<file path="config.mk">
export PLATFORM = sky130hd
export DESIGN_NAME = speed_display
export DESIGN_NICKNAME = d
export VERILOG_FILES = /design/src/rtl/game_pkg.sv /design/src/rtl/bcd_converter.sv /design/src/rtl/speed_display.sv
export SDC_FILE = /design/constraint.sdc
export NUM_CORES = 1
export LEC_CHECK = 0
export BUFFER_PORTS_ARGS = -buffer_cell sky130_fd_sc_hd__buf_2
export CAP_MARGIN = 10
export CORE_ASPECT_RATIO = 1.4
export CORE_MARGIN = 5
export CORE_UTILIZATION = 55
export CTS_BUF_LIST = sky130_fd_sc_hd__clkbuf_4 sky130_fd_sc_hd__clkbuf_8
export DETAILED_ROUTE_END_ITERATION = 7
export HOLD_SLACK_MARGIN = 0.03
export PLACE_DENSITY = 0.79
export SYNTH_ARGS = -nofsm -noshare
export SYNTH_HDL_FRONTEND = slang
export SYNTH_SLANG_ARGS = --single-unit
</file>
<file path="constraint.sdc">
create_clock -name i_clk -period 3.65 [get_ports i_clk]
set_clock_uncertainty 0.05 [all_clocks]
set_input_delay 0.365 -clock i_clk [delete_from_list [all_inputs] [get_ports i_clk]]
set_output_delay 0.365 -clock i_clk [all_outputs]
set_load 0.01 [all_outputs]
</file>
<file path="src/rtl/game_pkg.sv">
// Shared game constants, seven-segment helpers and the
// speed display FSM state type.
package game_pkg;

  localparam int VELOCITY_OUTPUT_WIDTH = 10;
  localparam int SPEED_DIGITS = 3;

  localparam logic [6:0] SEG_BLANK = 7'b1111111;

  typedef enum logic [2:0] {
    S_IDLE,
    S_START1,
    S_WAIT1,
    S_START2,
    S_WAIT2
  } speed_state_t;

  // Bit order a..g = bit0..bit6, active low.
  function automatic logic [6:0] seg7_encode(
    input logic [3:0] nib
  );
    case (nib)
      4'd0:    seg7_encode = 7'b1000000;
      4'd1:    seg7_encode = 7'b1111001;
      4'd2:    seg7_encode = 7'b0100100;
      4'd3:    seg7_encode = 7'b0110000;
      4'd4:    seg7_encode = 7'b0011001;
      4'd5:    seg7_encode = 7'b0010010;
      4'd6:    seg7_encode = 7'b0000010;
      4'd7:    seg7_encode = 7'b1111000;
      4'd8:    seg7_encode = 7'b0000000;
      4'd9:    seg7_encode = 7'b0010000;
      default: seg7_encode = SEG_BLANK;
    endcase
  endfunction

endpackage

</file>
<file path="src/rtl/bcd_converter.sv">
// Sequential double-dabble: one shift-add step per cycle,
// single-cycle done pulse once all input bits are consumed.
module bcd_converter #(
  parameter int VEL_WIDTH = 10,
  parameter int DIGITS    = 3
) (
  input  logic                   i_clk,
  input  logic                   i_rst_n,
  input  logic                   start,
  input  logic [VEL_WIDTH-1:0]   bin,
  output logic [4*DIGITS-1:0]    bcd,
  output logic                   done
);

  localparam int BW = 4 * DIGITS;
  localparam int CW = $clog2(VEL_WIDTH + 1);

  logic [VEL_WIDTH-1:0] bin_q;
  logic [BW-1:0]        bcd_q;
  logic [BW-1:0]        adj;
  logic [CW-1:0]        cnt;

  always_comb begin
    adj = bcd_q;
    for (int k = 0; k < DIGITS; k++) begin
      if (adj[4*k +: 4] >= 4'd5)
        adj[4*k +: 4] = adj[4*k +: 4] + 4'd3;
    end
  end

  always_ff @(posedge i_clk or negedge i_rst_n) begin
    if (!i_rst_n) begin
      bin_q <= '0;
      bcd_q <= '0;
      cnt   <= '0;
      done  <= 1'b0;
    end else if (start) begin
      bin_q <= bin;
      bcd_q <= '0;
      cnt   <= CW'(VEL_WIDTH);
      done  <= 1'b0;
    end else if (cnt != '0) begin
      bcd_q <= {adj[BW-2:0], bin_q[VEL_WIDTH-1]};
      bin_q <= bin_q << 1;
      cnt   <= cnt - 1'b1;
      done  <= (cnt == CW'(1));
    end else begin
      done  <= 1'b0;
    end
  end

  assign bcd = bcd_q;

endmodule

</file>
<file path="src/rtl/speed_display.sv">
// Per-frame snapshot of both car speeds, converted in turn by
// one shared BCD engine and committed to the displays together.
module speed_display
  import game_pkg::*;
#(
  parameter int VEL_WIDTH = VELOCITY_OUTPUT_WIDTH,
  parameter int DIGITS    = SPEED_DIGITS,
  parameter bit BLANK_LZ  = 1'b1
) (
  input  logic                  i_clk,
  input  logic                  i_rst_n,
  input  logic                  i_render_clk,
  input  logic [VEL_WIDTH-1:0]  i_car1_v_m,
  input  logic [VEL_WIDTH-1:0]  i_car2_v_m,
  output logic [7*DIGITS-1:0]   o_car1_hex,
  output logic [7*DIGITS-1:0]   o_car2_hex,
  output logic [4*DIGITS-1:0]   o_car1_bcd,
  output logic [4*DIGITS-1:0]   o_car2_bcd,
  output logic                  o_busy,
  output logic                  o_update
);

  localparam int BW      = 4 * DIGITS;
  localparam int SAT_MAX = (10 ** DIGITS) - 1;

  speed_state_t         state;
  logic                 render_prev;
  logic                 render_edge;
  logic [VEL_WIDTH-1:0] snap1;
  logic [VEL_WIDTH-1:0] snap2;
  logic [BW-1:0]        bcd1_tmp;
  logic                 conv_start;
  logic [VEL_WIDTH-1:0] conv_bin;
  logic [BW-1:0]        conv_bcd;
  logic                 conv_done;

  function automatic logic [VEL_WIDTH-1:0] sat(
    input logic [VEL_WIDTH-1:0] v
  );
    if (32'(v) > SAT_MAX)
      sat = VEL_WIDTH'(SAT_MAX);
    else
      sat = v;
  endfunction

  function automatic logic [7*DIGITS-1:0] to_hex(
    input logic [BW-1:0] b
  );
    logic lead;
    lead   = 1'b1;
    to_hex = '0;
    for (int k = DIGITS - 1; k >= 0; k--) begin
      lead = lead & (b[4*k +: 4] == 4'd0);
      if (BLANK_LZ && k != 0 && lead)
        to_hex[7*k +: 7] = SEG_BLANK;
      else
        to_hex[7*k +: 7] = seg7_encode(b[4*k +: 4]);
    end
  endfunction

  assign render_edge = i_render_clk & ~render_prev;
  assign conv_start  = (state == S_START1) ||
                       (state == S_START2);
  assign conv_bin    = (state == S_START1) ? snap1 : snap2;
  assign o_busy      = (state != S_IDLE);

  always_ff @(posedge i_clk or negedge i_rst_n) begin
    if (!i_rst_n) begin
      state       <= S_IDLE;
      render_prev <= 1'b1;
      snap1       <= '0;
      snap2       <= '0;
      bcd1_tmp    <= '0;
      o_car1_bcd  <= '0;
      o_car2_bcd  <= '0;
      o_update    <= 1'b0;
    end else begin
      render_prev <= i_render_clk;
      o_update    <= 1'b0;
      case (state)
        S_IDLE: if (render_edge) begin
          snap1 <= sat(i_car1_v_m);
          snap2 <= sat(i_car2_v_m);
          state <= S_START1;
        end
        S_START1: state <= S_WAIT1;
        S_WAIT1: if (conv_done) begin
          bcd1_tmp <= conv_bcd;
          state    <= S_START2;
        end
        S_START2: state <= S_WAIT2;
        S_WAIT2: if (conv_done) begin
          o_car1_bcd <= bcd1_tmp;
          o_car2_bcd <= conv_bcd;
          o_update   <= 1'b1;
          state      <= S_IDLE;
        end
        default: state <= S_IDLE;
      endcase
    end
  end

  bcd_converter #(
    .VEL_WIDTH (VEL_WIDTH),
    .DIGITS    (DIGITS)
  ) u_conv (
    .i_clk   (i_clk),
    .i_rst_n (i_rst_n),
    .start   (conv_start),
    .bin     (conv_bin),
    .bcd     (conv_bcd),
    .done    (conv_done)
  );

  assign o_car1_hex = to_hex(o_car1_bcd);
  assign o_car2_hex = to_hex(o_car2_bcd);

endmodule
</file>
==> metrics.yaml <==
floorplan:
  fp-row-count: 41
  die-width_um: 90.95
  ioPinCount: 91
  die_area_sq_mm: 0.01122
  die_h_um: 123.3
  initial_core_util_pct: 56.21
  core_sq_mm: 0.008977
cts:
  clk_latency_ns: 0.37
  path_clk_slew_ns: 0.10
  htree_levels: 3
  cts_tree: "done"
  cts_buffer_depth: 2
  cts_resized: 0
  cts_sinks: 88
  cts_buffers: 9
  root_buffer: "clkbuf_8"
power_and_ir_drop:
  design_power_total_mw: 5.131
  static-leakage-power_nw: 2.760
  peakVddDrop_uv: 503.2
  internal_power_mw: 2.816
  p_clk_share_pct: 12.9
  power_density_mw_per_mm2: 895.7
  switching_share_pct: 45.11
  p_seq_share_pct: 37.0
  switching_power_mw: 2.314
  p_comb_share_pct: 50.1
place:
  gp_congestion: 0.7948
  placed_area_sq_mm: 0.005523
  io_buffers: 90
  dp_hpwl_mm: 7.818
  place_inst: 740
  dp_slack_ns: 1.354
routing:
  drc: 0
  drt_iter0_markers: 285
  ant_nets: 0
  via_count: 4241
  drt-pass1-iter-count: 4
  routed_wl_mm: 10.75
  vias_per_cell: 5.602
  wl_per_cell_um: 14.20
sta:
  layout_setup_ws_ns: 1.226
  period_share_pct: 66.41
  fmaxAchievable_ghz: 0.4126
  slew-limit-headroom_pct: 22.03
  finalHoldViolations: 0
  setup_viol: 0
  setup_tns_ns: 0
  rsz0062_at_grt: "false"
  tightest_slew_ns: 1.170
  finalMaxSlewViolations: 0
  period_needed_ns: 2.424
  holdWs_ns: 0.1410
worst_setup_path:
  worst-setup-path-type: "flop to output port"
  rrSetupSlack_ns: 1.36
  crit_arrival_ns: 2.01
  cp-start-kind: "flop"
  required_ns: 3.23
  critPathMaxFanout: 7
  end_kind: "output port"
global_route:
  grt_antenna_before_repair: 0
  grt_usage_pct: 19.51
  grt_pass1_vias: 4076
  grt_max_degree: 89
  grt-ovfl-total: 0
  grt_pass1_wl_mm: 18.30
final_layout:
  area_growth_pct: 13.51
  final_util_pct: 63.80
  final_cell_mix: "89 x buf_2, 88 x nand2_1, 87 x dfrtp_1"
  final_common_cell: "buf_2"
  finalNetCount: 706
  finalNonFillerCells: 757
  postLayoutCellArea_sq_mm: 0.005728
  antennaDiodeCount: 0
  drive_above_1_share_pct: 22.00
synth:
  synth_top_flop_cell: "dfrtp_1"
  netlist_instances: 569
  syn_nets: 630
  synth_area_leaders: "dfrtp_1 43%, ha_1 9.4%, nand2_1 6.5%"
  yosysSeqAreaShare_pct: 43.66
  syn_area_sq_mm: 0.005046
  synth_cell_type_count: 40
  yosysWarnings: 0
  async_flop_share_pct: 100.0
  ys_ff_latch: 88
  yosys.area.top_type: "dfrtp_1"
  synth-edff-count: 0
  synth_top_area_share_pct: 43.14
  syn_area_per_cell_sq_um: 8.868
min_path:
  hold_class: "input port to async pin"
status:
  outcome: "finished, final reports clean"
flow_run:
  drv_cap: 0
==> area by class of cell <==
type                            count  area, sq um
Inverter                           27        101.3
Timing Repair Buffer               95        493.0
Tap cell                          107        133.9
Multi-Input combinational cell    424         2601
Fill cell                         752         3249
Clock inverter                      7        71.32
Clock buffer                        9        123.9
Sequential cell                    88         2203
==> synthesized netlist by cell type, types with 4 or more instances <==
| library cell | n |
|---|---|
| mux2_2 | 22 |
| inv_1 | 27 |
| a21oi_1 | 41 |
| nand4_1 | 6 |
| clkbuf_1 | 17 |
| nand2b_1 | 18 |
| buf_2 | 10 |
| a22o_1 | 4 |
| a31oi_1 | 12 |
| a211oi_1 | 14 |
| nand2_1 | 88 |
| o21ai_0 | 52 |
| nor2_1 | 57 |
| nand3_1 | 10 |
| ha_1 | 38 |
| or2_2 | 4 |
| dfrtp_1 | 87 |
| o22ai_1 | 4 |
| o22a_1 | 9 |
| nor3_1 | 8 |
| nor2b_1 | 12 |
==> registers in the layout, indices dropped and copies added (netlist names) <==
| name | flops |
|---|---|
| o_car2_bcd | 12 |
| u_conv.bin_q | 10 |
| state | 3 |
| o_update | 1 |
| o_car1_bcd | 12 |
| u_conv.bcd | 12 |
| snap1 | 10 |
| render_prev | 1 |
| bcd1_tmp | 12 |
| u_conv.cnt | 4 |
| u_conv.done | 1 |
| snap2 | 10 |
==> final timing paths <==
check | start | endpoint | cells after the start
max in group asynchronous | i_rst_n | snap2[9] | 1
worst min-delay path | i_rst_n | snap1[2] | 1
min in group i_clk | i_car1_v_m[5] | snap1[5] | 3
worst min register to register | snap2[9] | snap2[9] | 2
worst max-delay path | o_car1_bcd[9] | o_car1_hex[10] | 6
worst max register to register | state[1] | o_car2_bcd[7] | 3
==> what timing repair did <==
item	4_1_cts	5_1_grt
hold endpoints to repair	0	1
buffers inserted	0	0
hold buffers	0	1
==> layer usage <==
layer  part of all wire, %  wire, um  global-route usage (%)
met3                   5.3       570                   4.687
met2                    54      5779                   36.64
met5                     0         0                       0
met4                   1.3       142                   5.872
met1                    40      4256                   21.69
==> critical path, stage by stage (launching register included) <==
cell	delay (ns)
dfrtp_1	0.45
inv_1	0.16
ha_1	0.27
nor4b_1	0.26
nand3b_1	0.22
o21ai_0	0.13
buf_2	0.16
==> cell families (layout without fill, tap and decap cells) <==
| group | Yosys count | in the layout | synth area share (%) |
|---|---|---|---|
| simple gates | 223 | 223 | 20.80 |
| compound gates | 137 | 137 | 15.70 |
| flops | 88 | 88 | 43.66 |
| buf+inv | 57 | 138 | 4.785 |
| fa+ha+maj | 38 | 38 | 9.422 |
| mux | 23 | 23 | 5.108 |
| xor+xnor | 3 | 3 | 0.5208 |
==> power by group through the flow <==
stage | clock, mW | combinational (mW) | sequential (mW)
2_1_floorplan | 0 | 1.87 | 1.73
3_3_place_gp | 0 | 2.47 | 1.88
3_5_place_dp | 0 | 2.59 | 1.91
4_1_cts | 0.681 | 2.60 | 1.90
5_1_grt | 0.726 | 2.91 | 1.98
6_report | 0.663 | 2.57 | 1.90
(Power assumes the default switching activity.)
